File: src/rtl/tpu_pkg.sv
// Shared encodings for the TPU instruction sequencer: opcodes, FSM states
// and the one-hot decoded-operation record.
package tpu_pkg;

  typedef enum logic [2:0] {
    OP_NOP         = 3'b000,
    OP_LOAD_ADDR   = 3'b001,
    OP_LOAD_WEIGHT = 3'b010,
    OP_LOAD_INPUTS = 3'b011,
    OP_VALID       = 3'b100,
    OP_STORE       = 3'b101,
    OP_LOOP        = 3'b110,
    OP_HALT        = 3'b111
  } opcode_e;

  localparam logic [2:0] ST_IDLE  = 3'd0;
  localparam logic [2:0] ST_FETCH = 3'd1;
  localparam logic [2:0] ST_EXEC  = 3'd2;
  localparam logic [2:0] ST_WAIT  = 3'd3;
  localparam logic [2:0] ST_HALT  = 3'd4;

  typedef struct packed {
    logic nop;
    logic load_addr;
    logic load_weight;
    logic load_inputs;
    logic valid;
    logic store;
    logic loop;
    logic halt;
  } op_flags_t;

endpackage

File: src/rtl/instr_sequencer_if.sv
// Instruction-memory and datapath-command bus between the sequencer and the
// rest of the TPU.
interface instr_sequencer_if #(
  parameter int INSTR_W = 16,
  parameter int ADDR_W  = 13,
  parameter int PC_W    = 8
);
  // Handshake: the sequencer raises exactly one command pulse (load_weight,
  // load_input, valid or store) for a single cycle, then issues nothing more
  // until it samples dp_ready=1 on a later rising edge. imem_data must present
  // the word at imem_addr one cycle after the address was driven.
  logic [PC_W-1:0]    imem_addr;
  logic [INSTR_W-1:0] imem_data;
  logic               dp_ready;
  logic [ADDR_W-1:0]  base_address;
  logic               load_weight;
  logic               load_input;
  logic               valid;
  logic               store;
  logic               busy;
  logic               halted;

  modport master (
    output imem_addr, base_address, load_weight, load_input, valid, store,
           busy, halted,
    input  imem_data, dp_ready
  );

  modport slave (
    input  imem_addr, base_address, load_weight, load_input, valid, store,
           busy, halted,
    output imem_data, dp_ready
  );
endinterface

File: src/rtl/instr_decoder.sv
// Combinational opcode decode into one-hot operation flags.
module instr_decoder
  import tpu_pkg::*;
#(
  parameter int OP_W = 3
) (
  input  logic [OP_W-1:0] opcode,
  output op_flags_t       flags
);

  // Any encoding outside the defined set behaves as a NOP.
  always_comb begin
    flags = '0;
    case (opcode)
      OP_W'(OP_LOAD_ADDR):   flags.load_addr   = 1'b1;
      OP_W'(OP_LOAD_WEIGHT): flags.load_weight = 1'b1;
      OP_W'(OP_LOAD_INPUTS): flags.load_inputs = 1'b1;
      OP_W'(OP_VALID):       flags.valid       = 1'b1;
      OP_W'(OP_STORE):       flags.store       = 1'b1;
      OP_W'(OP_LOOP):        flags.loop        = 1'b1;
      OP_W'(OP_HALT):        flags.halt        = 1'b1;
      default:               flags.nop         = 1'b1;
    endcase
  end

endmodule

File: src/rtl/instr_sequencer.sv
// Instruction sequencer: fetches from a synchronous instruction memory and
// issues single-cycle datapath commands, with one level of counted looping.
module instr_sequencer
  import tpu_pkg::*;
#(
  parameter int INSTR_W = 16,
  parameter int OP_W    = 3,
  parameter int ADDR_W  = 13,
  parameter int PC_W    = 8
) (
  input  logic                clk,
  input  logic                reset,
  input  logic                start,
  instr_sequencer_if.master   bus,
  output logic [2:0]          state_dbg,
  output logic                loop_active_dbg
);

  localparam int LCNT_W = ADDR_W - PC_W;

  logic [2:0]        state;
  logic [PC_W-1:0]   pc;
  logic [ADDR_W-1:0] base_q;
  logic [LCNT_W-1:0] loop_cnt;
  logic              loop_active;
  op_flags_t         op;
  logic              cmd;
  logic              in_exec;
  logic [PC_W-1:0]   loop_target;
  logic [LCNT_W-1:0] loop_count;

  instr_decoder #(.OP_W(OP_W)) u_decoder (
    .opcode (bus.imem_data[INSTR_W-1 -: OP_W]),
    .flags  (op)
  );

  assign loop_target = bus.imem_data[PC_W-1:0];
  assign loop_count  = bus.imem_data[ADDR_W-1:PC_W];
  assign cmd         = op.load_weight | op.load_inputs | op.valid | op.store;
  assign in_exec     = (state == ST_EXEC);

  always_ff @(posedge clk or posedge reset) begin
    if (reset) begin
      state       <= ST_IDLE;
      pc          <= '0;
      base_q      <= '0;
      loop_cnt    <= '0;
      loop_active <= 1'b0;
    end else begin
      case (state)
        ST_IDLE, ST_HALT: begin
          if (start) begin
            state       <= ST_FETCH;
            pc          <= '0;
            loop_cnt    <= '0;
            loop_active <= 1'b0;
          end
        end
        ST_FETCH: state <= ST_EXEC;
        ST_EXEC: begin
          if (op.halt) begin
            state <= ST_HALT;
          end else begin
            state <= cmd ? ST_WAIT : ST_FETCH;
            if (op.load_addr) base_q <= bus.imem_data[ADDR_W-1:0];
            if (op.nop || op.load_addr || cmd) pc <= pc + PC_W'(1);
            // Single loop level: the first LOOP arms the counter, later
            // visits count it down, and the last visit falls through.
            if (op.loop) begin
              if (!loop_active) begin
                if (loop_count != '0) begin
                  loop_active <= 1'b1;
                  loop_cnt    <= loop_count - LCNT_W'(1);
                  pc          <= loop_target;
                end else begin
                  pc <= pc + PC_W'(1);
                end
              end else if (loop_cnt != '0) begin
                loop_cnt <= loop_cnt - LCNT_W'(1);
                pc       <= loop_target;
              end else begin
                loop_active <= 1'b0;
                pc          <= pc + PC_W'(1);
              end
            end
          end
        end
        ST_WAIT: if (bus.dp_ready) state <= ST_FETCH;
        default: state <= ST_IDLE;
      endcase
    end
  end

  assign bus.imem_addr    = pc;
  assign bus.base_address = base_q;
  assign bus.load_weight  = in_exec & op.load_weight;
  assign bus.load_input   = in_exec & op.load_inputs;
  assign bus.valid        = in_exec & op.valid;
  assign bus.store        = in_exec & op.store;
  assign bus.busy         = (state != ST_IDLE) && (state != ST_HALT);
  assign bus.halted       = (state == ST_HALT);

  assign state_dbg       = state;
  assign loop_active_dbg = loop_active;

endmodule

File: src/flat_wrapper.sv
// flat-port wrapper written by rule: the top's interface ports become plain ports
module instr_sequencer_flat import tpu_pkg::*;
#(
  parameter int INSTR_W = 16,
  parameter int OP_W    = 3,
  parameter int ADDR_W  = 13,
  parameter int PC_W    = 8
)
  (clk, reset, start, state_dbg, loop_active_dbg, bus_imem_addr, bus_base_address, bus_load_weight, bus_load_input, bus_valid, bus_store, bus_busy, bus_halted, bus_imem_data, bus_dp_ready);
  instr_sequencer_if #(.INSTR_W(INSTR_W), .ADDR_W(ADDR_W), .PC_W(PC_W)) bus_i ();
  input  logic clk;
  input  logic reset;
  input  logic start;
  output logic [2:0] state_dbg;
  output logic loop_active_dbg;
  output wire logic [$bits(bus_i.imem_addr)-1:0] bus_imem_addr;
  output wire logic [$bits(bus_i.base_address)-1:0] bus_base_address;
  output wire logic [$bits(bus_i.load_weight)-1:0] bus_load_weight;
  output wire logic [$bits(bus_i.load_input)-1:0] bus_load_input;
  output wire logic [$bits(bus_i.valid)-1:0] bus_valid;
  output wire logic [$bits(bus_i.store)-1:0] bus_store;
  output wire logic [$bits(bus_i.busy)-1:0] bus_busy;
  output wire logic [$bits(bus_i.halted)-1:0] bus_halted;
  input wire logic [$bits(bus_i.imem_data)-1:0] bus_imem_data;
  input wire logic [$bits(bus_i.dp_ready)-1:0] bus_dp_ready;
  assign bus_imem_addr = bus_i.imem_addr;
  assign bus_base_address = bus_i.base_address;
  assign bus_load_weight = bus_i.load_weight;
  assign bus_load_input = bus_i.load_input;
  assign bus_valid = bus_i.valid;
  assign bus_store = bus_i.store;
  assign bus_busy = bus_i.busy;
  assign bus_halted = bus_i.halted;
  assign bus_i.imem_data = bus_imem_data;
  assign bus_i.dp_ready = bus_dp_ready;
  instr_sequencer #(.INSTR_W(INSTR_W), .OP_W(OP_W), .ADDR_W(ADDR_W), .PC_W(PC_W)) u_core (.clk(clk), .reset(reset), .start(start), .bus(bus_i), .state_dbg(state_dbg), .loop_active_dbg(loop_active_dbg));
endmodule
File: config.mk
export PLATFORM = sky130hd
export DESIGN_NAME = instr_sequencer_flat
export DESIGN_NICKNAME = d
export VERILOG_FILES = /design/src/rtl/tpu_pkg.sv /design/src/rtl/instr_sequencer_if.sv /design/src/rtl/instr_decoder.sv /design/src/rtl/instr_sequencer.sv /design/src/flat_wrapper.sv
export SDC_FILE = /design/constraint.sdc
export NUM_CORES = 1
export LEC_CHECK = 0
export CORE_AREA = 2 2 111 59
export CTS_BUF_LIST = sky130_fd_sc_hd__clkbuf_4 sky130_fd_sc_hd__clkbuf_8 sky130_fd_sc_hd__clkbuf_16
export DETAILED_ROUTE_END_ITERATION = 6
export DIE_AREA = 0 0 113 61
export GPL_TIMING_DRIVEN = 1
export PLACE_DENSITY = 0.59
export SYNTH_ARGS = -nofsm -noshare
export SYNTH_HDL_FRONTEND = slang
export SYNTH_SLANG_ARGS = --single-unit
File: constraint.sdc
create_clock -name clk -period 1.7 [get_ports clk]
set_input_delay 0.17 -clock clk [delete_from_list [all_inputs] [get_ports clk]]
set_output_delay 0.17 -clock clk [all_outputs]
set_load 0.005 [all_outputs]
==> metrics <==
run status=finished, violations left; violations in the final reports=design-rule violations, negative setup slack; Final Hold Fails=0; via-per-instance ratio=5.03; switching power of the nets=1.52 mW; post-route ant nets=0; Final Routed Wirelength=5780 um; setup slack on the worst flop-to-flop path=-0.20 ns; RSZ-0062 raised after global routing=yes; setup tns final=-4.07 ns; gp weighted congestion=0.888; Total Nets Final=295; max-cap check violation count=0; minimum setup slack after placement=-0.355 ns; arrival time at the worst endpoint=2.07 ns; chip height=61 um; detailed-placement wirelength estimate=4050 um; synth unique cells=45; worst min-delay path category=in2async; required time at the endpoint of the critical path=1.86 ns; met1 GRT Util=0.281; post-detailed-route wirelength per cell=16.5 um; cell accounting for the most synthesized area=sky130_fd_sc_hd__dfrtp_1; Std-Cell Core Area=5910 um2; post-detailed-route DRC marker count=5; final worst-path setup slack=-0.203 ns; H-tree depth reported by CTS=2; GRT Max-Usage Layer=met1; number of warning messages in the yosys log=0; area of the mapped netlist=1730 um2; async set-reset flop share out of synthesis=1.00; headroom to the max-slew limit=0.679; width of the chip=113 um; Seq pwr share=0.277; worst-margin pin slew=0.469 ns; met3 global-route usage=0.0470; Area Growth Syn to Fin=74.1%; CTS tree=yes; Final Cycle Share=1.12; row count=20; f_max=526 MHz; top post-synthesis cells by count=sky130_fd_sc_hd__dfrtp_1 (30), sky130_fd_sc_hd__nand2_1 (19), sky130_fd_sc_hd__o21ai_0 (12); CTS root buf=sky130_fd_sc_hd__clkbuf_16; sequential fraction of the synthesis area=0.435; vias in the first global route=1700; instance count of the mapped netlist=169; maximum vdd drop=512 uV; area enclosed by the die boundary=6890 um2; global route total overflow=0; number of primary I/O pins=51; final setup vio count=30; relative contribution of combinational cells to total power=0.524; vias after detailed routing=1762; most used flip-flop cell after synthesis=sky130_fd_sc_hd__dfrtp_1; most common cell in the netlist=sky130_fd_sc_hd__dfrtp_1; Setup Crit Path Kind=reg2reg; starting density of the core=0.292; starting DRC count in detailed routing=111; clock buffer depth=2; CTS clock-pin slew for the worst setup and hold paths=0.05 ns; startpoint type of the worst setup path=flip-flop; pin count of the biggest net entering global routing=31; drt first pass iters=6; ratio of cells with drive above 1 in the final layout=0.407; final worst clock skew=0.00329 ns; clk_lat worst skew=0.28 ns; fraction of post-synthesis cell area in the top cell type by area=0.435; nets in the synthesized netlist=192; critical path fanouts, max=6; static leakage power=1.34 nW; biggest area contributors in the synthesized netlist=sky130_fd_sc_hd__dfrtp_1 (43%), sky130_fd_sc_hd__mux2_4 (8.7%), sky130_fd_sc_hd__nand2_1 (4.1%); internal power component=3.04 mW; kind of capture point of the worst setup path=flip-flop; total inserted antenna cells=0; M2 GR Usage=0.228; clock sink count=30; clock buffers created by TritonCTS=5; flop and latch count out of synthesis=30; Clock Power Share=0.199; global routing usage summed across all routing layers=0.178; first-pass GRT wire length=9110 um; IO Port Bufs=50; antenna violations before repair=0; Min Clock Period, post-route=1.90 ns; average footprint of a synthesized cell=10.2 um2; EDFF count, synth=0; final number of max-transition violations=0; P per Cell Area=1520 nW/um2; Switching Share=0.334
[flip-flops by register name (all words and copies together) (netlist names)]
name and count:
u_core.bus.base_address 13, u_core.bus.imem_addr 8, u_core.loop_cnt 5, u_core.state_dbg 3
u_core.loop_active_dbg 1
[power groups by stage]
stage               sequential, mW  combinational [mW]  clock [mW]
finish                        1.26                2.39       0.909
CTS                           1.25                2.26       0.926
floorplan                     1.28               0.862           0
global placement              1.25                2.01           0
detailed placement            1.26                2.04           0
global route                  1.31                2.58       0.966
[per-stage QoR]
stage / utilization / power [mW] / std cells / hold WS (ns) / area, um2
6_report: 0.509 / 4.56 / 350 / 0.297 / 3010
5_1_grt: 0.509 / 4.86 / 350 / 0.348 / 3010
3_5_place_dp: 0.441 / 3.29 / 330 / 0.498 / 2600
3_3_place_gp: 0.441 / 3.26 / 330 / 0.489 / 2600
4_1_cts: 0.490 / 4.44 / 344 / 0.310 / 2900
2_1_floorplan: - / 2.14 / 169 / 0.261 / 1740
[cells in the final DEF (no fill, tap or decap), types with 5 or more instances in the layout]
cell                              instances
sky130_fd_sc_hd__a21oi_1                  5
sky130_fd_sc_hd__buf_4                   43
sky130_fd_sc_hd__buf_6                    6
sky130_fd_sc_hd__clkbuf_16                6
sky130_fd_sc_hd__clkdlybuf4s50_1         45
sky130_fd_sc_hd__dfrtp_1                 30
sky130_fd_sc_hd__inv_1                    5
sky130_fd_sc_hd__mux2_4                  10
sky130_fd_sc_hd__mux2i_1                  5
sky130_fd_sc_hd__nand2_1                 17
sky130_fd_sc_hd__nand3_1                  6
sky130_fd_sc_hd__nor2_1                   9
sky130_fd_sc_hd__o21ai_1                  5
sky130_fd_sc_hd__o21ai_2                  5
[layout make-up]
class | count | area, um2
fill | 571 | 2900
multi-input combinational | 129 | 1070
timing repair buffer | 101 | 915
sequential | 30 | 751
clock buffer | 6 | 139
tap | 77 | 96.3
inverter | 5 | 18.8
clock inverter | 2 | 12.5
[per-layer routing]
metal,vias to the layer above,wire length (um),part of all wire
met5,-,0,0
met4,0,51,0.0088
met3,4,468,0.081
met2,67,2170,0.38
met1,854,3090,0.53
li1,837,-,-
[cells by family after synthesis]
kind of cell,count (synthesis),share of synthesized area
and+or+nand+nor,66,0.214
DFF,30,0.435
adders and majority gates,3,0.0217
AOI/OAI and AO/OA,36,0.131
muxes,20,0.147
buffers and inverters,10,0.0312
xor gates and xnor gates,4,0.0203
[critical path, stage by stage (launching register included)]
cell and delay (ns):
sky130_fd_sc_hd__dfrtp_1 0.39, sky130_fd_sc_hd__or4_4 0.59, sky130_fd_sc_hd__or3b_4 0.42, sky130_fd_sc_hd__nand3_4 0.11, sky130_fd_sc_hd__a21oi_1 0.06, sky130_fd_sc_hd__a31o_2 0.23
[final timing paths]
kind	startpoint	to	depth (start not counted)
setup / recovery	u_core.loop_cnt[3]$_DFFE_PP0P_	u_core.loop_cnt[3]$_DFFE_PP0P_	5
hold / removal	reset	u_core.bus.base_address[11]$_DFFE_PP0P_	3
setup reg to reg	u_core.loop_cnt[3]$_DFFE_PP0P_	u_core.loop_cnt[3]$_DFFE_PP0P_	5
hold reg to reg	u_core.bus.base_address[3]$_DFFE_PP0P_	u_core.bus.base_address[3]$_DFFE_PP0P_	1
max in group asynchronous	reset	u_core.loop_active_dbg$_DFFE_PP0P_	3
min in group clk	bus_dp_ready	u_core.state_dbg[1]$_DFFE_PP0P_	2
[timing repair]
action                                  4_1_cts  5_1_grt
endpoints found under the hold margin         0        0
endpoints found under the setup margin       32       31
cloned                                        0        1
hold buffers                                  0        0
gates resized for setup                      54       13
buffers inserted                              6        6
pin swaps                                    22        7
Note: power is estimated with default switching activity, not from simulation.
